==> src/rtl/exec_pkg.sv <==
// exec_pkg: shared constants and types for the Y86-64 execute stage.
// Holds icode values, ALU op codes, CC bit indices, condition codes and the +/-8 stack constants.
package exec_pkg;

    // Y86-64 instruction codes
    localparam logic [3:0] I_HALT   = 4'h0;
    localparam logic [3:0] I_NOP    = 4'h1;
    localparam logic [3:0] I_RRMOVQ = 4'h2;
    localparam logic [3:0] I_IRMOVQ = 4'h3;
    localparam logic [3:0] I_RMMOVQ = 4'h4;
    localparam logic [3:0] I_MRMOVQ = 4'h5;
    localparam logic [3:0] I_OPQ    = 4'h6;
    localparam logic [3:0] I_JXX    = 4'h7;
    localparam logic [3:0] I_CALL   = 4'h8;
    localparam logic [3:0] I_RET    = 4'h9;
    localparam logic [3:0] I_PUSHQ  = 4'hA;
    localparam logic [3:0] I_POPQ   = 4'hB;

    // ALU operation select
    typedef enum logic [1:0] {
        ALU_ADD = 2'b00,
        ALU_SUB = 2'b01,
        ALU_AND = 2'b10,
        ALU_XOR = 2'b11
    } alu_op_e;

    // Condition-code bit positions (same order as alu_cf)
    localparam int CC_ZF = 2;
    localparam int CC_SF = 1;
    localparam int CC_OF = 0;

    localparam logic [2:0] CC_RESET = 3'b100;

    // Condition function codes for cmovXX / jXX
    localparam logic [3:0] C_YES = 4'h0;
    localparam logic [3:0] C_LE  = 4'h1;
    localparam logic [3:0] C_L   = 4'h2;
    localparam logic [3:0] C_E   = 4'h3;
    localparam logic [3:0] C_NE  = 4'h4;
    localparam logic [3:0] C_GE  = 4'h5;
    localparam logic [3:0] C_G   = 4'h6;

    // Largest legal function code for OPq and for conditional ops
    localparam logic [3:0] OPQ_FN_MAX  = 4'h3;
    localparam logic [3:0] COND_FN_MAX = 4'h6;

    // Stack pointer adjustments, sign-extended to 64 bits
    localparam logic [63:0] NEG8 = 64'hFFFF_FFFF_FFFF_FFF8;
    localparam logic [63:0] POS8 = 64'h0000_0000_0000_0008;

    // Output slot state
    typedef enum logic {
        SLOT_EMPTY = 1'b0,
        SLOT_FULL  = 1'b1
    } slot_state_e;

endpackage

==> src/rtl/execute_ctrl_cond_eval.sv <==
// cond_eval: combinational branch/move condition from condition codes and ifun.
// Ports: cc[2:0] (ZF,SF,OF) and ifun[3:0] in; cnd out (0 for undefined ifun).
module cond_eval
    import exec_pkg::*;
(
    input  logic [2:0] cc,
    input  logic [3:0] ifun,
    output logic       cnd
);

    logic zf;
    logic sf;
    logic of;
    logic lt;

    assign zf = cc[CC_ZF];
    assign sf = cc[CC_SF];
    assign of = cc[CC_OF];

    // Signed less-than as seen by the last compare
    assign lt = sf ^ of;

    always_comb begin
        cnd = 1'b0;
        case (ifun)
            C_YES:   cnd = 1'b1;
            C_LE:    cnd = lt | zf;
            C_L:     cnd = lt;
            C_E:     cnd = zf;
            C_NE:    cnd = !zf;
            C_GE:    cnd = !lt;
            C_G:     cnd = !lt & !zf;
            default: cnd = 1'b0;
        endcase
    end

endmodule

==> src/rtl/execute_ctrl.sv <==
// execute_ctrl: Y86-64 execute stage control; drives an external ALU and registers its result.
// Ports: clk/rst, in_valid/in_ready + icode/ifun/valA/valB/valC in, alu_* drive/return,
//        out_valid/out_ready + valE/cnd out, cc register; ins_err only with EXEC_INS_ERR_EN.
module execute_ctrl
    import exec_pkg::*;
(
    input  logic        clk,
    input  logic        rst,
    input  logic        in_valid,
    output logic        in_ready,
    input  logic [3:0]  icode,
    input  logic [3:0]  ifun,
    input  logic [63:0] valA,
    input  logic [63:0] valB,
    input  logic [63:0] valC,
    output logic [1:0]  alu_ctrl,
    output logic [63:0] alu_a,
    output logic [63:0] alu_b,
    input  logic [63:0] alu_out,
    input  logic [2:0]  alu_cf,
    output logic        out_valid,
    input  logic        out_ready,
    output logic [63:0] valE,
    output logic        cnd,
`ifdef EXEC_INS_ERR_EN
    output logic        ins_err,
`endif
    output logic [2:0]  cc
);

    slot_state_e state_q, state_d;
    logic [63:0] val_e_q, val_e_d;
    logic        cnd_q, cnd_d;
    logic [2:0]  cc_q, cc_d;
    logic        ins_err_q, ins_err_d;

    logic [63:0] op_a;
    logic [63:0] op_b;
    logic        accept;
    logic        cnd_w;
    logic        err_w;

    // Operand A: register, immediate or stack step
    always_comb begin
        op_a = '0;
        case (icode)
            I_RRMOVQ, I_OPQ:              op_a = valA;
            I_IRMOVQ, I_RMMOVQ, I_MRMOVQ: op_a = valC;
            I_CALL, I_PUSHQ:              op_a = NEG8;
            I_RET, I_POPQ:                op_a = POS8;
            default:                      op_a = '0;
        endcase
    end

    // Operand B: base register where one exists
    always_comb begin
        op_b = '0;
        case (icode)
            I_RMMOVQ, I_MRMOVQ, I_OPQ,
            I_CALL, I_RET,
            I_PUSHQ, I_POPQ: op_b = valB;
            default:         op_b = '0;
        endcase
    end

    // Result is B op A so that subq gives valB - valA
    always_comb begin
        alu_ctrl = ALU_ADD;
        if (icode == I_OPQ) begin
            alu_ctrl = ifun[1:0];
        end
    end

    assign alu_a = op_b;
    assign alu_b = op_a;

    // Illegal-instruction detection
`ifdef EXEC_INS_ERR_EN
    always_comb begin
        err_w = 1'b0;
        unique case (1'b1)
            (icode > I_POPQ):
                err_w = 1'b1;
            (icode == I_OPQ):
                err_w = (ifun > OPQ_FN_MAX);
            (icode == I_RRMOVQ),
            (icode == I_JXX):
                err_w = (ifun > COND_FN_MAX);
            default:
                err_w = 1'b0;
        endcase
    end
`else
    assign err_w = 1'b0;
`endif

    // Condition uses the register value before any update on this edge
    cond_eval u_cond_eval (
        .cc   (cc_q),
        .ifun (ifun),
        .cnd  (cnd_w)
    );

    assign out_valid = (state_q == SLOT_FULL);
    assign in_ready  = !out_valid || out_ready;
    assign accept    = in_valid && in_ready;

    always_comb begin
        state_d   = state_q;
        val_e_d   = val_e_q;
        cnd_d     = cnd_q;
        cc_d      = cc_q;
        ins_err_d = ins_err_q;

        case (state_q)
            SLOT_EMPTY: begin
                if (accept) begin
                    state_d = SLOT_FULL;
                end
            end
            SLOT_FULL: begin
                if (out_ready && !accept) begin
                    state_d = SLOT_EMPTY;
                end
            end
            default: state_d = SLOT_EMPTY;
        endcase

        if (accept) begin
            val_e_d   = alu_out;
            cnd_d     = cnd_w;
            ins_err_d = err_w;
            if ((icode == I_OPQ) && !err_w) begin
                cc_d = alu_cf;
            end
        end
    end

    always_ff @(posedge clk) begin
        if (rst) begin
            state_q   <= SLOT_EMPTY;
            val_e_q   <= '0;
            cnd_q     <= 1'b0;
            cc_q      <= CC_RESET;
            ins_err_q <= 1'b0;
        end else begin
            state_q   <= state_d;
            val_e_q   <= val_e_d;
            cnd_q     <= cnd_d;
            cc_q      <= cc_d;
            ins_err_q <= ins_err_d;
        end
    end

    assign valE = val_e_q;
    assign cnd  = cnd_q;
    assign cc   = cc_q;

`ifdef EXEC_INS_ERR_EN
    assign ins_err = ins_err_q;
`else
    // Error flag is tied off without the checker build
    logic unused_err;
    assign unused_err = ins_err_q ^ ins_err_d;
`endif

endmodule
==> config.mk <==
export PLATFORM = sky130hd
export DESIGN_NAME = execute_ctrl
export DESIGN_NICKNAME = d
export VERILOG_FILES = /design/src/rtl/exec_pkg.sv /design/src/rtl/execute_ctrl_cond_eval.sv /design/src/rtl/execute_ctrl.sv
export SDC_FILE = /design/constraint.sdc
export NUM_CORES = 1
export LEC_CHECK = 0
export BUFFER_PORTS_ARGS = -buffer_cell sky130_fd_sc_hd__buf_2
export CAP_MARGIN = 25
export CORE_AREA = 2 2 185 187
export DETAILED_ROUTE_END_ITERATION = 12
export DIE_AREA = 0 0 187 189
export PLACE_DENSITY = 0.36
export SETUP_SLACK_MARGIN = 0.15
export SLEW_MARGIN = 10
export SYNTH_ARGS = -nofsm -noshare
export SYNTH_HDL_FRONTEND = slang
export SYNTH_SLANG_ARGS = --single-unit
export TNS_END_PERCENT = 30
==> constraint.sdc <==
create_clock -name clk -period 1.3 [get_ports clk]
set_input_delay 0.195 -clock clk [delete_from_list [all_inputs] [get_ports clk]]
set_output_delay 0.195 -clock clk [all_outputs]
set_load 0.01 [all_outputs]
**After elaboration in Yosys (flattened, before gate mapping)**

Index checks and enable logic that the tools add are counted.

- Reductions and logical operators: 14
- Multiplexer cells: 7
- Bitwise gates (word level): 4
- Equality and inequality tests: 15

Operators with widths:

| kind | count |
|---|---|
| $pmux 64 s4 | 1 |
| $mux 64 | 1 |
| $eq 4x3->1 const B | 6 |
| $eq 4x2->1 const B | 4 |
| $eq 4x4->1 const B | 4 |
| $pmux 1 s7 | 1 |
| $reduce_or 7->1 | 1 |
| $reduce_or 2->1 | 3 |
| $eq 4x1->1 const B | 1 |
| $logic_not 1->1 | 4 |
| $logic_not 4->1 | 1 |
| $reduce_or 3->1 | 1 |
| $logic_and 1x1->1 | 2 |
| $mux 1 | 2 |
| $mux 2 | 1 |
| $pmux 1 s2 | 1 |
| $reduce_and 2->1 | 1 |
| $and 1x1->1 | 1 |
| $logic_or 1x1->1 | 1 |
| $not 1->1 | 1 |
| $or 1x1->1 | 1 |
| $xor 1x1->1 | 1 |

- Output and inout port bits: 200
- Register bits after elaboration: 69
- Logic and storage cells: 44
- Bits of input ports: 271

**Longest topological paths before layout**

Gate-level depths: netlist (run 1).

- Depth in word-level cells: 7
- Depth in mapped cells: 7
- Depth with buffers taken out: 4

**Cells and area by module**

From an unflattened synthesis (run 1), not the netlist that was laid out.

- Cell total of the unflattened synthesis: 494
- Area, all modules: 3987.6 sq um

Modules (own cells, without submodules):

| module | seq. area each (sq um) | area an instance (sq um) | times used | cells each |
|---|---|---|---|---|
| execute_ctrl | 1381.3 | 3906.2 | 1 | 484 |
| cond_eval | 0.0 | 81.3 | 1 | 10 |

**Worst setup path after synthesis (run 1)**

OpenSTA, ideal clock, no wires.

- Path type: reg-to-reg
- From: register state_q (netlist: out_valid)
- To: register cc_q[2] (netlist: cc[2])
- Setup slack: -0.130 ns
- Required time: 1.178 ns
- Library setup time: 0.122 ns
- Cell stages (with the launch flop): 6
- Data arrival time: 1.307 ns
- Buffers on the path: 2
- Clock period less this slack: 1.430 ns
- Path through: dfxtp_1 nand2b_1 and2_1 buf_2 buf_4 a311o_1

- Longest elaborated chain between the ends: 4

Ends and longest elaborated chain:

| element | RTL line | RTL |
|---|---|---|
| start: declaration | execute_ctrl.sv:31 | `slot_state_e state_q, state_d;` |
| start signal: assignment | execute_ctrl.sv:147 | `state_q <= state_d;` |
| $logic_not 1->1 | execute_ctrl.sv:105 | `assign in_ready = !out_valid \|\| out_ready;` |
| $logic_or 1x1->1 | execute_ctrl.sv:105 |  |
| net in_ready | execute_ctrl.sv:10 | `output logic in_ready,` |
| $logic_and 1x1->1 | execute_ctrl.sv:106 | `assign accept = in_valid && in_ready;` |
| $reduce_and 2->1 (no line) | -- |  |
| end signal: assignment | execute_ctrl.sv:144 | `cc_q <= CC_RESET;` |
| end signal: assignment | execute_ctrl.sv:150 | `cc_q <= cc_d;` |
| end: declaration | execute_ctrl.sv:34 | `logic [2:0] cc_q, cc_d;` |

The timed path passes the listed nets, and every way through them passes these cells.
A chain may end at the register's enable or synchronous reset.

**Final worst setup path (run 1)**

- From: input icode[1]
- To: output alu_b[21]

- Longest elaborated chain between the ends: 3
- Elaborated cells on any way between the ends: 14
- Those cells by class: eq/ne (9); mux (1); reduce/logical (4)

Ends and longest elaborated chain:

| element | RTL line | RTL |
|---|---|---|
| start: declaration | execute_ctrl.sv:11 | `input logic [3:0] icode,` |
| $eq 4x3->1, or another cell as far along | execute_ctrl.sv:46 | `case (icode)` |
| $reduce_or 3->1 / $reduce_or 2->1 (equally long branches) | execute_ctrl.sv:46 |  |
| $pmux 64 s4 (*) | execute_ctrl.sv:46 |  |
| end: declaration | execute_ctrl.sv:18 | `output logic [63:0] alu_b,` |

Every way passes the cells marked *; elsewhere a longest branch is shown, timed or not.

==> impl_metrics.tcl, run 1 <==
set metrics [dict create \
    p_sw_share_pct 29.49 \
    first_pass_iters 4 \
    worst_path_max_delay_cell "a221o_1" \
    finalWorstSetupSlack_ns -0.3109 \
    fmax_mhz 620.8 \
    die_area_um2 35340 \
    synthArstFlopShare_pct 0 \
    crit_fanout 6 \
    grt_pass1_wl_mm 37.40 \
    combinationalPowerShare_pct 32.5 \
    switchingPower_mw 2.196 \
    critPathCaptureType "output port" \
    nNetsFinal 1241 \
    finClkSkew_ns 0.003827 \
    grt_use_total_pct 14.22 \
    finalPower_mw 7.446 \
    hpwl_mm 20.63 \
    crit_top_cell "buf_12" \
    grt_pass1_vias 5553 \
    synth_xor_area_share_pct 0.2364 \
    hold_path.class "primary input to flip-flop" \
    portBuffers 470 \
    syn_to_final_growth_pct 119.4 \
    seq_power_share_pct 30.8 \
    crit_type "primary input to output port" \
    slew_viol_final 0 \
    cpPeakStageDelay_ns 0.34 \
    synth_ff_type "dfxtp_1" \
    setup_viol 129 \
    cts_tree "yes" \
    vias 5587 \
    postLayoutCoreUtil_pct 24.43 \
    synthCells 479 \
    layout_commonest_cell "buf_2" \
    synth-compound-area-share_pct 28.34 \
    cts_num_sinks 69 \
    drtIter0Drc 177 \
    clkLatencyLatePin_ns 0.33 \
    place.gp.congestion 0.8389 \
    final_cell_mix "449 x buf_2, 106 x nand2_1, 68 x dfxtp_1, 60 x a221o_1, 51 x a21oi_1" \
    core_area_um2 33280 \
    drive_above_1_share_pct 63.38 \
    worst_slew_pin_slew_ns 0.3244 \
    fin_crit_ns 1.611 \
    ant_nets 0 \
    violations "negative setup slack" \
    rows 67 \
    fillers 3746 \
    cp-start-kind "primary input" \
    status "complete, but fails checks" \
    pin_count 471 \
    wl_per_cell_um 18.88 \
    route.final.wire_length_mm 26.96 \
    cts-root-buf "clkbuf_16" \
    synth_adder_area_share_pct 0 \
    p_int_mw 5.250 \
    antenna_found_initial 10 \
    synth-simple-area-share_pct 27.12 \
    grt_overflow 0 \
    yosysUniqueCellTypes 30 \
    crit_arrival_ns 1.42 \
    grt_max_degree 61 \
    pwr-share-clk_pct 36.7 \
    die_h_um 189 \
    finalHoldViolations 0 \
    fp.dieW_um 187 \
    slew_headroom_pct 78.10 \
    numCtsBuffers 9 \
    p_per_area_nw_per_um2 916.0 \
    rsz0062_at_grt "yes" \
    required_ns 1.11 \
    synth_top_family_by_area "compound AO/OA/AOI/OAI gates" \
    syn_area_um2 3705 \
    ys_warn_count 0 \
    start_util_pct 11.13 \
    vdd_drop_max_mv 0.6379 \
    ff2ff_setup_slack_ns 0.05 \
    synth-seq-cells 69 \
    syn_nets 750 \
    h-tree-depth 3 \
    p_leak_nw 4.136 \
    synth_edf_count 0 \
    synth.area.mux_share_pct 0.3040 \
    path_clk_slew_ns 0.06 \
    cts_buffer_depth 2 \
    timing.final.crit_share_pct 123.9 \
    maxCapViolations 0 \
    ys_seq_area_share_pct 37.28 \
    viasPerCell 3.912 \
    cp_cell_sequence "buf_8, nand2_2, mux2_4, nor2_4, buf_12, buf_12, buf_16, a221o_1, buf_2" \
    synth_area_per_cell_um2 7.734 \
    drc_errors 0 \
]
[sequential cells by signal, indices dropped and copies added (netlist names)]
signal     flops
out_valid      1
cc             3
valE          64
cnd            1
[stage by stage]
step | cell area [um^2] | std cells | setup TNS, ns | hold WS, ns | setup slack [ns]
floorplan | 3759 | 479 | -1.096 | 0.3141 | -0.02192
global placement | 6689 | 1372 | -26.29 | 0.4363 | -0.2709
detailed placement | 6689 | 1372 | -26.68 | 0.4412 | -0.3069
CTS | 7821 | 1416 | -28.55 | 0.07448 | -0.3031
global route | 8124 | 1426 | -36.80 | 0.08467 | -0.3438
finish | 8129 | 1428 | -29.34 | 0.09505 | -0.3109
[final timing paths]
kind,endpoint,start,depth (start not counted)
setup / recovery,alu_b[21],icode[1],9
hold / removal,valE[39]$_SDFFE_PP0P_,alu_out[39],3
setup reg to reg,valE[30]$_SDFFE_PP0P_,out_valid$_SDFF_PP0_,5
hold reg to reg,valE[33]$_SDFFE_PP0P_,valE[33]$_SDFFE_PP0P_,2
[cell usage after synthesis, types with 4 or more instances]
| master | count | area, um^2 |
|---|---|---|
| buf_2 | 19 | 95.09 |
| nand2_1 | 132 | 495.5 |
| buf_4 | 7 | 52.55 |
| dfxtp_1 | 69 | 1381 |
| a221o_1 | 60 | 600.6 |
| nor2b_1 | 66 | 412.9 |
| a21oi_1 | 70 | 350.3 |
| buf_1 | 4 | 15.01 |
| inv_1 | 5 | 18.77 |
| clkbuf_1 | 18 | 67.56 |
[power by group through the flow]
stage	combinational (mW)	sequential, mW	clock (mW)
after CTS	2.30	2.29	2.85
after global placement	1.95	2.33	0
final	2.42	2.29	2.73
after global routing	2.60	2.31	2.94
after detailed placement	1.95	2.34	0
after floorplan	0.817	2.40	0
[final cells by class]
type	count	area, um^2	area share, %
Clock inverter	4	70.07	0.8619
Antenna cell	5	12.51	0.1539
Timing Repair Buffer	528	3402	41.85
Sequential cell	69	1385	17.04
Inverter	5	23.77	0.2924
Multi-Input combinational cell	357	2419	29.75
Tap cell	448	560.5	6.895
Clock buffer	12	256.5	3.155
[routing by layer]
layer  wire length, um  up-vias  track usage [%]  part of all wire, %
li1                  -     2681                -                    -
met1             11320     2592            17.56                   42
met2             12830      274            23.68                   48
met3              2207       34            4.578                  8.2
met4               561        6            4.029                  2.1
met5                40        -                0                 0.15
[kinds of logic (layout without fill, tap and decap cells)]
kind of cell,Yosys count,after routing
DFF,69,69
xor gates and xnor gates,1,1
muxes,1,1
other,0,5
and+or+nand+nor,212,212
AOI/OAI and AO/OA,143,143
buffers and inverters,53,549
[repair_timing]
action,CTS,global route
cloned,11,4
hold buffers,0,0
endpoints found under the setup margin,193,199
pin swaps,61,21
buffers inserted,17,3
resized for setup,110,43
[worst max-delay path: cells and delay by family]
| family | cells | cell delay, ns |
|---|---|---|
| buffers and inverters | 5 | 0.62 |
| AOI/OAI and AO/OA | 1 | 0.34 |
| muxes | 1 | 0.15 |
| and+or+nand+nor | 2 | 0.10 |
(Power assumes the default switching activity.)
==> inputs of run 2 (changes only) <==
Settings changed: CELL_PAD_IN_SITES_DETAIL_PLACEMENT set to 1, CELL_PAD_IN_SITES_GLOBAL_PLACEMENT set to 1, CORE_AREA 2 2 185 187 to 4 4 182 184, DIE_AREA 0 0 187 189 to 0 0 186 188, PLACE_DENSITY 0.36 to 0.54, SKIP_LAST_GASP set to 1.
==> run 2 against run 1 <==
  * The run still ends with negative setup slack left
  * Utilization is 0.089 points lower
  * Critical path depth is the same
  * Worst hold slack got worse by 0.0081 ns
  * Sequential share of layout area increased by 1.1 points
  * Final area is 6.0% lower
  * Largest cell class unchanged
  * Register-to-register slack gained 0.10 ns
  * Wire length rose by 3.2%
  * Global-route usage down 0.19 points
  * Sequential cell count unchanged
==> impl_metrics.tcl, run 2 (synthesis gave the netlist of run 1 again) <==
set metrics [dict create \
    viasPerCell 4.084 \
    grt_pass1_wl_mm 36.64 \
    cp-startpoint "icode[2]" \
    portBuffers 470 \
    die_area_um2 34970 \
    min_from "alu_out[39]" \
    violations "negative setup slack" \
    p_leak_nw 3.966 \
    fp.dieW_um 186 \
    pre_cts_ws_ns -0.4386 \
    antenna_found_initial 12 \
    rows 65 \
    grt_max_degree 64 \
    status "complete, but fails checks" \
    place.gp.congestion 0.8890 \
    top_layer "met5" \
    h-tree-depth 3 \
    grt_overflow 0 \
    syn_to_final_growth_pct 106.2 \
    rsz0062_at_grt "yes" \
    hold_depth 3 \
    holdWs_ns 0.08697 \
    drive_above_1_share_pct 57.42 \
    drtIter0Drc 158 \
    wl_met2_mm 13.85 \
    hpwl_mm 21.66 \
    p_per_area_nw_per_um2 990.4 \
    path_clk_slew_ns 0.06 \
    vias 5624 \
    maxCapViolations 0 \
    vdd_drop_max_mv 0.5837 \
    drc_errors 0 \
    numCtsBuffers 9 \
    worst_slew_pin_slew_ns 0.3374 \
    seq_area_um2 1385 \
    slew_viol_final 0 \
    fillers 3886 \
    timing.final.crit_share_pct 128.1 \
    pin_count 471 \
    hold_path.class "primary input to flip-flop" \
    core_area_um2 31390 \
    critPathCaptureType "output port" \
    nNetsFinal 1236 \
    grt_pass1_vias 5621 \
    slew_headroom_pct 77.22 \
    ant_nets 0 \
    route.final.wire_length_mm 27.83 \
    fin_crit_ns 1.666 \
    crit_fanout 7 \
    finalHoldViolations 0 \
    multi_input_comb_area_um2 2146 \
    cts_buffer_depth 2 \
    required_ns 1.11 \
    fmax_mhz 600.3 \
    cts_num_sinks 69 \
    finClkSkew_ns 0.006971 \
    wl_per_cell_um 20.21 \
    cp-start-kind "primary input" \
    finalWorstSetupSlack_ns -0.3659 \
    grt_use_total_pct 14.03 \
    crit_type "primary input to output port" \
    rr_worst_depth 5 \
    crit_arrival_ns 1.47 \
    ctsHoldBuffers 0 \
    setup_tns_ns -32.80 \
    die_h_um 188 \
    first_pass_iters 4 \
    setup_viol 129 \
    ff2ff_setup_slack_ns 0.15 \
    met3_wirelength_mm 2.608 \
    r2r_start "out_valid$_SDFF_PP0_" \
    cts_tree "yes" \
    start_util_pct 11.80 \
    clkLatencyLatePin_ns 0.34 \
    cts-root-buf "clkbuf_16" \
    wl_met1_mm 10.72 \
    layout_commonest_cell "buf_2" \
    final_cell_mix "463 x buf_2, 130 x nand2_1, 70 x a21oi_1, 68 x dfxtp_1, 62 x nor2b_1" \
    largest_reg_flops 64 \
]
run 2: changes by cell type in the layout (fill, tap and decap cells not counted), moves of 6 or more:
cell,change
nand2_1,+24
a21oi_1,+19
a21oi_2,-19
buf_6,-18
nor2b_1,+15
buf_2,+14
nand2_2,-13
nand2_4,-11
nor2b_4,-10
buf_8,-7
buf_16,-6
run 2: path summary, 6_finish.rpt:
kind / to
min reg2reg: valE[25]$_SDFFE_PP0P_
max: alu_b[1]
max reg2reg: cc[0]$_SDFFE_PP0P_
min: valE[39]$_SDFFE_PP0P_
run 2: worst max-delay path, cell delays in order:
cell and delay [ns]:
buf_8 0.10, inv_4 0.05, mux2_4 0.30, nor2_4 0.15
buf_6 0.14, buf_12 0.11, clkbuf_16 0.15, a22o_1 0.13
buf_2 0.13
run 2: power by group:
group,internal [mW],switching [mW],leakage [nW],total [mW]
Combinational,1.12,1.12,3.22,2.23
Sequential,2.24,0.0563,0.568,2.29
Clock,2.04,0.996,0.181,3.04
run 2: final cells by class:
type	instances	share of cell area, %
antenna	5	0.1638
tap	402	6.584
inverter	5	0.2784
clock buffer	11	3.456
sequential	69	18.13
timing repair buffer	523	41.94
multi-input combinational	357	28.09
clock inverter	5	1.359
run 2: routing by layer:
metal	vias up	track usage, %
met2	264	25.10
met3	35	4.578
li1	2658	-
met4	10	3.672
met1	2657	15.92
met5	-	0
run 2: stage by stage:
step	total power, mW	area [um^2]	instances	util [%]
after floorplan	3.213	3759	479	-
after CTS	7.581	7312	1357	23.29
after global placement	4.315	6699	1330	21.34
final	7.567	7640	1377	24.34
after detailed placement	4.329	6699	1330	21.34
after global routing	7.974	7640	1377	24.34
run 2: what timing repair did:
item / 4_1_cts / 5_1_grt
hold endpoints to repair: 0 / 0
gates cloned: 5 / 6
pin swaps: 16 / 20
endpoints found under the setup margin: 131 / 170
resized for setup: 13 / 22
buffers inserted: 6 / 9
==> inputs of run 3 (changes only) <==
Settings changed: CORE_AREA 4 4 182 184 to 4 4 183 185, DIE_AREA 0 0 186 188 to 0 0 187 189, PLACE_DENSITY 0.54 to 0.52.
Clock period 1.3 ns to 1.6 ns, I/O delays scaled along.
==> run 3 against run 2 <==
  * The run still ends with negative setup slack left
  * Cell count up 1.5%
  * Combinational power down 18%
  * Sequential share of layout area down 0.11 points
  * Die area up 1.1%
  * Worst setup slack better by 0.22 ns
  * Global-route usage up 0.060 points
  * Total power down 23%
  * Via count about the same
  * Worst hold slack better by 0.047 ns
  * Critical endpoint is now alu_b[40]
==> impl_metrics.tcl, run 3 (synthesis gave the netlist of run 1 again) <==
set metrics [dict create \
    status "complete, but fails checks" \
    violations "negative setup slack" \
    crit_type "primary input to output port" \
    grt_pass1_wl_mm 38.05 \
    numCtsBuffers 9 \
    viasPerCell 4.027 \
    fp.dieW_um 187 \
    min_to "valE[44]$_SDFFE_PP0P_" \
    crit_fanout 8 \
    ctsHoldBuffers 0 \
    slew_headroom_pct 70.87 \
    place.gp.congestion 0.8535 \
    maxCapViolations 0 \
    largest_reg_flops 64 \
    cp-start-kind "primary input" \
    r2r_end "valE[31]$_SDFFE_PP0P_" \
    drtIter0Drc 207 \
    grt_overflow 0 \
    fmax_mhz 571.6 \
    cts_tree "yes" \
    p_per_area_nw_per_um2 763.3 \
    die_h_um 189 \
    portBuffers 470 \
    h-tree-depth 3 \
    rr_worst_depth 5 \
    cts_buffer_depth 2 \
    finalHoldViolations 0 \
    cts-root-buf "clkbuf_16" \
    timing.final.crit_share_pct 109.3 \
    antenna_found_initial 10 \
    hold_path.class "primary input to flip-flop" \
    finalWorstSetupSlack_ns -0.1494 \
    syn_to_final_growth_pct 107.0 \
    fillers 3951 \
    finClkSkew_ns 0.005622 \
    route.final.wire_length_mm 27.68 \
    pin_count 471 \
    drive_above_1_share_pct 57.78 \
    start_util_pct 11.56 \
    first_pass_iters 4 \
    hold_depth 3 \
    fin_crit_ns 1.749 \
    rsz0062_at_grt "yes" \
    crit_arrival_ns 1.51 \
    required_ns 1.36 \
    hpwl_mm 21.47 \
    slew_viol_final 0 \
    wl_per_cell_um 19.82 \
    worst_slew_pin_slew_ns 0.4369 \
    setup_viol 121 \
    rows 66 \
    postLayoutCoreUtil_pct 23.93 \
    min_from "alu_out[44]" \
    drc_errors 0 \
    path_clk_slew_ns 0.06 \
    die_area_um2 35340 \
    grt_max_degree 47 \
    cp-startpoint "icode[0]" \
    critPathCaptureType "output port" \
    layout_commonest_cell "buf_2" \
    setup_tns_ns -11.90 \
    clkLatencyLatePin_ns 0.34 \
    final_cell_mix "456 x buf_2, 130 x nand2_1, 70 x a21oi_1, 69 x dfxtp_1, 61 x nor2b_1" \
    r2r_start "out_valid$_SDFF_PP0_" \
    holdWs_ns 0.1342 \
    ff2ff_setup_slack_ns 0.20 \
    cts_num_sinks 69 \
    grt_pass1_vias 5743 \
    vias 5626 \
    grt_use_total_pct 14.09 \
    ant_nets 0 \
    core_area_um2 32040 \
    p_leak_nw 3.984 \
    vdd_drop_max_mv 0.4893 \
    nNetsFinal 1249 \
]
==> run 3: power breakdown <==
group | internal (mW) | switching (mW) | total [mW]
clock | 1.36 | 0.807 | 2.16
sequential | 1.82 | 0.0451 | 1.86
combinational | 0.917 | 0.911 | 1.83
==> run 3: critical path: stages <==
cell     delay (ns)
buf_6          0.12
nand2_4        0.06
mux2_4         0.15
nor2_4         0.04
buf_12         0.14
buf_12         0.14
buf_6          0.11
a221o_1        0.36
buf_6          0.13
==> run 3: layout make-up <==
type                       instances  area (um^2)  area share, %
inverter                           5        21.27         0.2774
tap                              408        510.5          6.658
timing repair buffer             535         3271          42.66
antenna                            6        15.01         0.1958
clock buffer                       9        225.2          2.937
multi-input combinational        358         2153          28.08
sequential                        69         1381          18.02
clock inverter                     7        90.09          1.175
==> run 3: what timing repair did <==
action                                  CTS  global route
buffers inserted                          9             7
gates cloned                              5             4
endpoints found under the setup margin  133           170
pin swaps                                26            23
resized for setup                        32            27
==> run 3: how the worst max path moves through the flow <==
stage,to,depth (start not counted)
2_1_floorplan,cc[2]$_SDFFE_PP1P_,5
6_report,alu_b[40],9
5_1_grt,alu_a[57],10
4_1_cts,alu_b[63],9
3_3_place_gp,alu_b[8],5
3_5_place_dp,alu_b[8],6
==> run 3: per-layer routing <==
metal	GRT usage, %	share of wire [%]	vias to the layer above
met2	25.30	51	260
met4	3.896	1.7	6
li1	-	-	2689
met1	15.97	40	2645
met5	0	0.17	-
met3	4.794	7.3	26
==> run 3: per-stage QoR <==
step           area (um^2)  setup slack (ns)  total power, mW  std cells
4_1_cts               7336           -0.1734            5.857       1380
2_1_floorplan         3705            0.1703            2.594        479
3_3_place_gp          6713           -0.7858            3.499       1349
6_report              7667           -0.1494            5.853       1397
5_1_grt               7667           -0.1838            6.173       1397
3_5_place_dp          6733           -0.4027            3.515       1350
